<file path="config.mk">
export PLATFORM = sky130hd
export DESIGN_NAME = fir_fifo_reader
export DESIGN_NICKNAME = d
export VERILOG_FILES = /design/src/rtl/fir_pkg.sv /design/src/rtl/fir_fifo_reader.sv
export SDC_FILE = /design/constraint.sdc
export NUM_CORES = 1
export LEC_CHECK = 0
export CAP_MARGIN = 20
export CORE_MARGIN = 3
export CORE_UTILIZATION = 43
export CTS_BUF_LIST = sky130_fd_sc_hd__clkbuf_16
export DETAILED_ROUTE_END_ITERATION = 12
export PLACE_DENSITY = 0.8
export SYNTH_ARGS = -nofsm -noshare
export SYNTH_HDL_FRONTEND = slang
export SYNTH_SLANG_ARGS = --single-unit
export TNS_END_PERCENT = 50
</file>
<file path="constraint.sdc">
create_clock -name clk2 -period 1.8 [get_ports clk2]
set_clock_uncertainty 0.15 [all_clocks]
set_input_delay 0.36 -clock clk2 [delete_from_list [all_inputs] [get_ports clk2]]
set_output_delay 0.36 -clock clk2 [all_outputs]
set_load 0.005 [all_outputs]
</file>
<file path="src/rtl/fir_pkg.sv">
// Shared definitions for the FIR sample path: sample width and reader FSM encoding.
package fir_pkg;

   localparam int SAMPLE_W = 16;

   typedef enum logic [1:0] {
      IDLE    = 2'd0,
      ISSUE   = 2'd1,
      CAPTURE = 2'd2,
      VALID   = 2'd3
   } state_t;

endpackage

</file>
<file path="src/rtl/fir_fifo_reader.sv">
// Pops one sample at a time from a FIFO with a registered empty flag and
// presents it to the FIR core over a valid/ready handshake.
module fir_fifo_reader
   import fir_pkg::*;
#(
   parameter int WIDTH = SAMPLE_W,
   parameter int CNT_W = 16
) (
   input  logic                    clk2,
   input  logic                    rst2,
   input  logic                    enable,
   input  logic                    fifo_empty,
   output logic                    fifo_ren,
   input  logic signed [WIDTH-1:0] fifo_dout,
   output logic                    s_valid,
   input  logic                    s_ready,
   output logic signed [WIDTH-1:0] s_data,
   output logic [CNT_W-1:0]        s_cnt,
   output logic                    busy
);

   state_t state;
   logic   armed;
   logic   can_issue;

   // armed holds off the first ISSUE until the second edge after reset release
   assign can_issue = enable && !fifo_empty && armed;

   always_ff @(posedge clk2 or posedge rst2) begin
      if (rst2) begin
         state  <= IDLE;
         armed  <= 1'b0;
         s_data <= '0;
         s_cnt  <= '0;
      end else begin
         armed <= 1'b1;
         case (state)
            IDLE:    if (can_issue) state <= ISSUE;
            ISSUE:   state <= CAPTURE;
            CAPTURE: begin
               s_data <= fifo_dout;
               state  <= VALID;
            end
            VALID:   if (s_ready) begin
               s_cnt <= s_cnt + CNT_W'(1);
               state <= can_issue ? ISSUE : IDLE;
            end
            default: state <= IDLE;
         endcase
      end
   end

   // ISSUE -> CAPTURE -> VALID spacing keeps read pulses >= 3 cycles apart,
   // which absorbs the one-cycle lag of the FIFO empty flag.
   assign fifo_ren = (state == ISSUE);
   assign s_valid  = (state == VALID);
   assign busy     = (state != IDLE);

endmodule

</file>
==> results.tsv, run 1 <==
stage	metric	value	unit
critical_path	critical_path_arrival	1260	ps
clock_network	clk_root_buffer_cell	sky130_fd_sc_hd__clkbuf_16	
global_route	grt_use_total	17.35	%
yosys	number_of_enable_type_register_cells_in_the_synthesized_netlist	0	
critical_path	timing.critical_path.from_type	flop	
clock_network	ctsLongestPathBuffers	2	
place	placement.io_buffers	55	
sta	setup_total_negative_slack	0	ps
drt	routed_wirelength	3485	um
critical_path	crit_path_max_fanout	4	
yosys	synth_async_sr_flop_share	100.0	%
die	initial_utilization	46.95	%
clock_network	clock_tree_from_tritoncts	built	
clock_network	clock_tree.htree_level_count	2	
sta	rsz0062_at_grt	yes	
drt	drt_pre_antenna_iters	4	
yosys	synth_seq_cells	35	
critical_path	worst_r2r_startpoint	state[0]	
place	placedInstanceArea	2180	um2
critical_path	rrSetupSlack	90	ps
drt	detailroute.via_count	1143	
final_layout	fillCellCount	219	
sta	finalSetupViolations	0	
global_route	grt_antenna_before_repair	0	
clock_network	worst_setup_hold_path_clk_slew	50	ps
critical_path	worst-setup-path-type	flop to output pin	
clock_network	clock_latency	270	ps
place	hpwl_after_dpl	2318	um
drt	vias_per_cell	4.991	
sta	hold-worst-slack	334.7	ps
sta	layout_worst_path_cycle_share	98.37	%
critical_path	worstRegToRegCells	7	
die	fp.coreArea	3203	um2
global_route	grt_start_max_net_pins	36	
critical_path	critical_path_origin	state[1]	
yosys	synth_commonest_cells	sky130_fd_sc_hd__dfrtp_1 (35), sky130_fd_sc_hd__mux2_2 (17), sky130_fd_sc_hd__xnor2_1 (10)	
global_route	first_global_vias	1193	
global_route	global_route.overflow_total	0	
yosys	yosysWarningCount	0	
power_and_ir_drop	pd_cells	1549	nW/um2
die	chipHeight	65.14	um
drt	ant_nets	0	
yosys	synth_top_area_share	58.24	%
run	max_cap_viol_count	0	
final_layout	insertedDiodeCount	0	
yosys	syn_avg_cell_area	13.55	um2
drt	post-route-drc-count	0	
drt	drt_iter0_markers	50	
clock_network	clock_sinks	35	
yosys	mapped_area	1504	um2
sta	hold_vio_cnt_final	0	
final_layout	layout.cell_area.non_filler	2414	um2
yosys	mappedNetlistNets	138	
yosys	post_synth_inst_count	111	
critical_path	worstSetupEndpoint	busy	
clock_network	tritoncts.num_buffers	5	
critical_path	crit_required	1290	ps
critical_path	critical_path.reg2reg.endpoint	s_cnt[6]	
place	gp_routability_congestion	0.7411	
power_and_ir_drop	vdd_drop_max	0.9826	mV
final_layout	multi_input_area	626.9	um2
drt	detail_route.wl_per_cell	15.22	um
final_layout	drive_gt1_share	27.57	%
yosys	yosysMostFrequentCell	sky130_fd_sc_hd__dfrtp_1	
final_layout	num-nets-final	211	
power_and_ir_drop	power_leakage	1.070	nW
sta	clock.fmax	564.7	MHz
final_layout	seq_area	879.6	um2
yosys	synth.lib_cells_used.distinct	23	
yosys	synth-seq-area-share	58.24	%
critical_path	critical_path.endpoint_type	output pin	
die	die_area	4243	um2
sta	min_period	1771	ps
yosys	post_synth_main_area_contributors	sky130_fd_sc_hd__dfrtp_1 (58%), sky130_fd_sc_hd__mux2_2 (13%), sky130_fd_sc_hd__xnor2_1 (5.8%), sky130_fd_sc_hd__ha_1 (5.0%), sky130_fd_sc_hd__xor2_1 (2.9%)	
power_and_ir_drop	power	3.739	mW
worst_hold_path	min-delay-path-class	input port to async pin	
sta	final-max-slew-violation-count	0	
die	num_rows	20	
die	top_level_ports	56	
yosys	synthFlopType	sky130_fd_sc_hd__dfrtp_1	
status	status	complete, no violations	
die	fp.dieW	65.14	um
final_layout	layout_stage_area_growth_over_the_synthesis_result	60.48	%
global_route	first_pass_grt_wire_length	5595	um
yosys	synth_top_area_cell	sky130_fd_sc_hd__dfrtp_1	
==> timing repair <==
item	in CTS	in global routing
gates resized for setup	5	10
setup buffers	3	1
hold buffers	0	0
hold endpoints to repair	0	0
setup endpoints to repair	3	5
pin swaps	0	1
==> sequential cells by signal (all words and copies together), names as in the netlist <==
name	cells
armed	1
s_cnt	16
s_data	16
state	2
==> cells by family (layout without fill, tap and decap cells) <==
| group | after synthesis | count (layout) | synth area share [%] |
|---|---|---|---|
| mux | 17 | 17 | 12.73 |
| buf+inv | 8 | 82 | 2.163 |
| other cells | 1 | 1 | 0.2493 |
| simple gates | 24 | 24 | 10.57 |
| xor+xnor | 15 | 15 | 8.735 |
| flops | 35 | 35 | 58.24 |
| compound gates | 5 | 5 | 2.329 |
| fa+ha+maj | 6 | 6 | 4.992 |
==> how the worst min path moves through the flow <==
stage / cells past startpoint / startpoint / slack, ps / endpoint
global route: 1 / s_cnt[15] / 340 / s_cnt[15]
global placement: 1 / s_cnt[15] / 310 / s_cnt[15]
CTS: 1 / s_cnt[15] / 330 / s_cnt[15]
finish: 3 / rst2 / 330 / s_data[4]
floorplan: 1 / s_cnt[15] / 320 / s_cnt[15]
detailed placement: 1 / s_cnt[15] / 320 / s_cnt[15]
==> stage by stage <==
step,cells,util (%),setup WS (ps)
after floorplan,111,-,169.9
after global placement,217,68.05,-54.45
after detailed placement,217,68.05,-140.6
after CTS,228,74.18,-133.7
after global routing,229,75.35,-74.53
final,229,75.35,29.28
==> critical path: stages, from the launching register on <==
cell	delay, ps
sky130_fd_sc_hd__dfrtp_2	440
sky130_fd_sc_hd__inv_2	120
sky130_fd_sc_hd__ha_4	140
sky130_fd_sc_hd__inv_1	30
sky130_fd_sc_hd__dlygate4sd2_1	250
==> report_power, final <==
group          leakage, nW  switching (mW)  internal [mW]
Combinational        0.553           0.536          0.990
Clock               0.0812           0.305          0.645
Sequential           0.436           0.203           1.06
==> area by class of cell <==
type	count	area share, %
clock buffers	5	5.184
clock inverters	3	1.607
inverters	6	0.9331
multi-input cells	68	25.97
flip-flops and latches	35	36.44
well taps	44	2.281
repair buffers	68	27.58
==> placed cells by master, fill, tap and decap left out, drive strengths merged, types with 2 or more instances in the layout <==
cell,synthesis,final
clkinv,0,2
inv,6,6
and3,3,3
nor2,2,2
clkdlybuf4s50,0,52
nand4,2,2
clkbuf,0,5
nor3,2,2
dfrtp,35,35
nand3,7,7
xor2,5,5
o21ai,2,2
ha,6,6
mux2,17,17
xnor2,10,10
buf,2,13
nand2,6,6
==> layer usage <==
metal | track usage [%] | routed length, um | up-vias
li1 | - | - | 527
met1 | 21.26 | 1464 | 564
met2 | 28.10 | 1708 | 45
met3 | 5.983 | 250 | 7
met4 | 6.995 | 61 | 0
met5 | 0 | 0 | -
(Power assumes the default switching activity.)
==> run 2, diff against run 1 <==
--- a/config.mk
+++ b/config.mk
@@ -7,10 +7,11 @@
 export LEC_CHECK = 0
 export CAP_MARGIN = 20
 export CORE_MARGIN = 3
-export CORE_UTILIZATION = 43
+export CORE_UTILIZATION = 39
 export CTS_BUF_LIST = sky130_fd_sc_hd__clkbuf_16
 export DETAILED_ROUTE_END_ITERATION = 12
-export PLACE_DENSITY = 0.8
+export PLACE_DENSITY = 0.72
+export SKIP_LAST_GASP = 1
 export SYNTH_ARGS = -nofsm -noshare
 export SYNTH_HDL_FRONTEND = slang
 export SYNTH_SLANG_ARGS = --single-unit
==> run 2 against run 1 <==
Against the previous run: first-iteration DRC count down 56%; clock-buffer cell count unchanged; maximum frequency up 1.2%; final cell count up 0.87%.
==> results.tsv, run 2 (same netlist as run 1, synthesis figures left out) <==
stage	metric	value	unit	change
critical_path	critical_path_cell_count	1		-3
final_layout	mostFrequentLayoutCell	sky130_fd_sc_hd__clkdlybuf4s50_1		
place	gp_routability_congestion	0.7195		-2.9%
drt	dr.max_layer_used	met4		
final_layout	num-nets-final	211		unchanged
power_and_ir_drop	swShare	26.92	%	-0.98 points
clock_network	ctsLongestPathBuffers	2		unchanged
critical_path	cells_along_the_critical_path	clkdlybuf4s50_1		
sta	final-max-slew-violation-count	0		unchanged
place	hpwl_after_dpl	2285	um	-1.4%
power_and_ir_drop	power_leakage	1.074	nW	+0.37%
clock_network	clk_root_buffer_cell	sky130_fd_sc_hd__clkbuf_16		
sta	clock.fmax	571.8	MHz	+1.2%
sta	hold_vio_cnt_final	0		unchanged
clock_network	clock_tree.htree_level_count	2		unchanged
place	place_worst_setup_slack	-128.3	ps	+12.30 ps
critical_path	critical_path.reg2reg.endpoint	s_cnt[14]		
die	initial_utilization	42.71	%	-4.2 points
final_layout	final_util	68.44	%	-6.9 points
global_route	grt_antenna_before_repair	0		unchanged
critical_path	worstSetupEndpoint	s_cnt[4]		
drt	detailroute.via_count	1094		-4.3%
critical_path	critPathMaxStageDelay	540	ps	+100 ps
power_and_ir_drop	clockPowerShare	25.7	%	+0.3 points
die	fp.coreArea	3521	um2	+9.9%
clock_network	worst_setup_hold_path_clk_slew	50	ps	about the same
sta	timing.final.ws_setup	51.05	ps	+21.77 ps
drt	routed_wirelength	3062	um	-12%
drt	drt_pre_antenna_iters	4		unchanged
power_and_ir_drop	gate_power_share	40.0	%	-0.8 points
drt	vias_per_cell	4.736		-5.1%
die	top_level_ports	56		unchanged
final_layout	insertedDiodeCount	0		unchanged
drt	detail_route.wl_per_cell	13.26	um	-13%
power_and_ir_drop	netSwitchingPower	0.9889	mW	-5.2%
sta	finalSetupViolations	0		unchanged
die	num_rows	21		+5.0%
critical_path	slowest_stage	sky130_fd_sc_hd__clkdlybuf4s50_1		
run	max_cap_viol_count	0		unchanged
drt	post-route-drc-count	0		unchanged
power_and_ir_drop	vdd_drop_max	0.7819	mV	-20%
clock_network	clock_tree_from_tritoncts	built		
power_and_ir_drop	pd_cells	1524	nW/um2	-1.6%
global_route	grt_use_total	13.74	%	-3.6 points
critical_path	crit_path_leading_delay_family	buffers and inverters		
critical_path	critical_path_origin	s_cnt[4]		
final_layout	layout_top_registers	s_cnt x16, s_data x16, state x2		
global_route	first_global_vias	1149		-3.7%
global_route	first_pass_grt_wire_length	4836	um	-14%
drt	ant_nets	0		unchanged
die	chipHeight	68.10	um	+4.5%
drt	wl_met2	1564	um	-8.4%
sta	layout_worst_path_cycle_share	97.16	%	-1.2 points
final_layout	most-common-layout-cells	sky130_fd_sc_hd__clkdlybuf4s50_1 (52), sky130_fd_sc_hd__dfrtp_1 (33), sky130_fd_sc_hd__mux2_2 (17), sky130_fd_sc_hd__buf_4 (12), sky130_fd_sc_hd__xnor2_1 (10)		
critical_path	critical_path_arrival	1240	ps	-20 ps
die	fp.dieW	68.10	um	+4.5%
global_route	global_route.overflow_total	0		unchanged
place	placement.io_buffers	55		unchanged
clock_network	post_cts_hold_buffer_count	0		unchanged
drt	routedLengthMet1	1189	um	-19%
critical_path	rrSetupSlack	130	ps	+40 ps
worst_hold_path	min-delay-path-class	flop to flop		
critical_path	crit_path_max_fanout	5		+1
critical_path	timing.critical_path.from_type	flop		
status	status	complete, no violations		
final_layout	layout_stage_area_growth_over_the_synthesis_result	60.23	%	
die	die_area	4638	um2	+9.3%
critical_path	worstRegToRegCells	6		-1
global_route	grt_start_max_net_pins	36		unchanged
drt	wl_met3	292	um	+17%
critical_path	critical_path.endpoint_type	output pin		
clock_network	tritoncts.num_buffers	5		unchanged
power_and_ir_drop	p_int	2.684	mW	-0.43%
sta	min_period	1749	ps	-21.77 ps
critical_path	worst-setup-path-type	flop to output pin		
sta	hold-worst-slack	317.5	ps	-17.16 ps
clock_network	clock_sinks	35		unchanged
critical_path	path_buf_inv	1		-2
critical_path	crit_required	1290	ps	about the same
critical_path	worst_r2r_startpoint	state[1]		
clock_network	clock_latency	270	ps	about the same
final_layout	drive_gt1_share	27.03	%	-0.54 points
sta	rsz0062_at_grt	yes		
power_and_ir_drop	seq_power_share	34.3	%	+0.5 points
drt	drt_iter0_markers	22		-56%
[run 2: cell counts in the layout (fill, tap and decap cells not counted)]
No cell type changed its count.
[run 2: how the worst min path moves through the flow]
stage,cells after the start,startpoint,end
2_1_floorplan,1,s_cnt[15],s_cnt[15]
3_3_place_gp,1,s_cnt[15],s_cnt[15]
3_5_place_dp,1,s_cnt[15],s_cnt[15]
4_1_cts,1,s_cnt[15],s_cnt[15]
5_1_grt,1,s_cnt[15],s_cnt[15]
6_report,1,s_cnt[15],s_cnt[15]
[run 2: routing by layer]
layer  up-vias  track usage, %
met5         -               0
met4         0           4.467
met2        46           25.63
met1       525           14.92
met3         2           3.612
li1        521               -
[run 2: what timing repair did]
item / 4_1_cts / 5_1_grt
setup buffers: 2 / 3
endpoints found under the setup margin: 3 / 7
hold endpoints to repair: 0 / 0
gates resized for setup: 8 / 4
pin swaps: 0 / 1
[run 2: layout make-up]
cell class              instances  area [um2]
fillers                       284        1111
flip-flops and latches         35       878.3
repair buffers                 68       661.9
multi-input cells              68       620.6
clock buffers                   5       125.1
well taps                      46       57.56
clock inverters                 3       43.79
inverters                       6       22.52
[run 2: metrics by stage]
| step | TNS (ps) | power, mW | cells | area [um2] |
|---|---|---|---|---|
| final | 0 | 3.673 | 231 | 2410 |
| after global routing | -18.86 | 3.922 | 231 | 2410 |
| after CTS | -141.8 | 3.645 | 228 | 2372 |
| after detailed placement | -663.0 | 2.626 | 218 | 2175 |
| after global placement | -240.1 | 2.575 | 218 | 2175 |
| after floorplan | 0 | 1.838 | 111 | 1504 |
[run 2: power by group through the flow]
stage                     clock (mW)  combinational (mW)  sequential, mW
after global routing            1.01                1.61            1.30
final                          0.945                1.47            1.26
after floorplan                    0               0.580            1.26
after global placement             0                1.33            1.24
after detailed placement           0                1.36            1.26
after CTS                      0.971                1.41            1.27
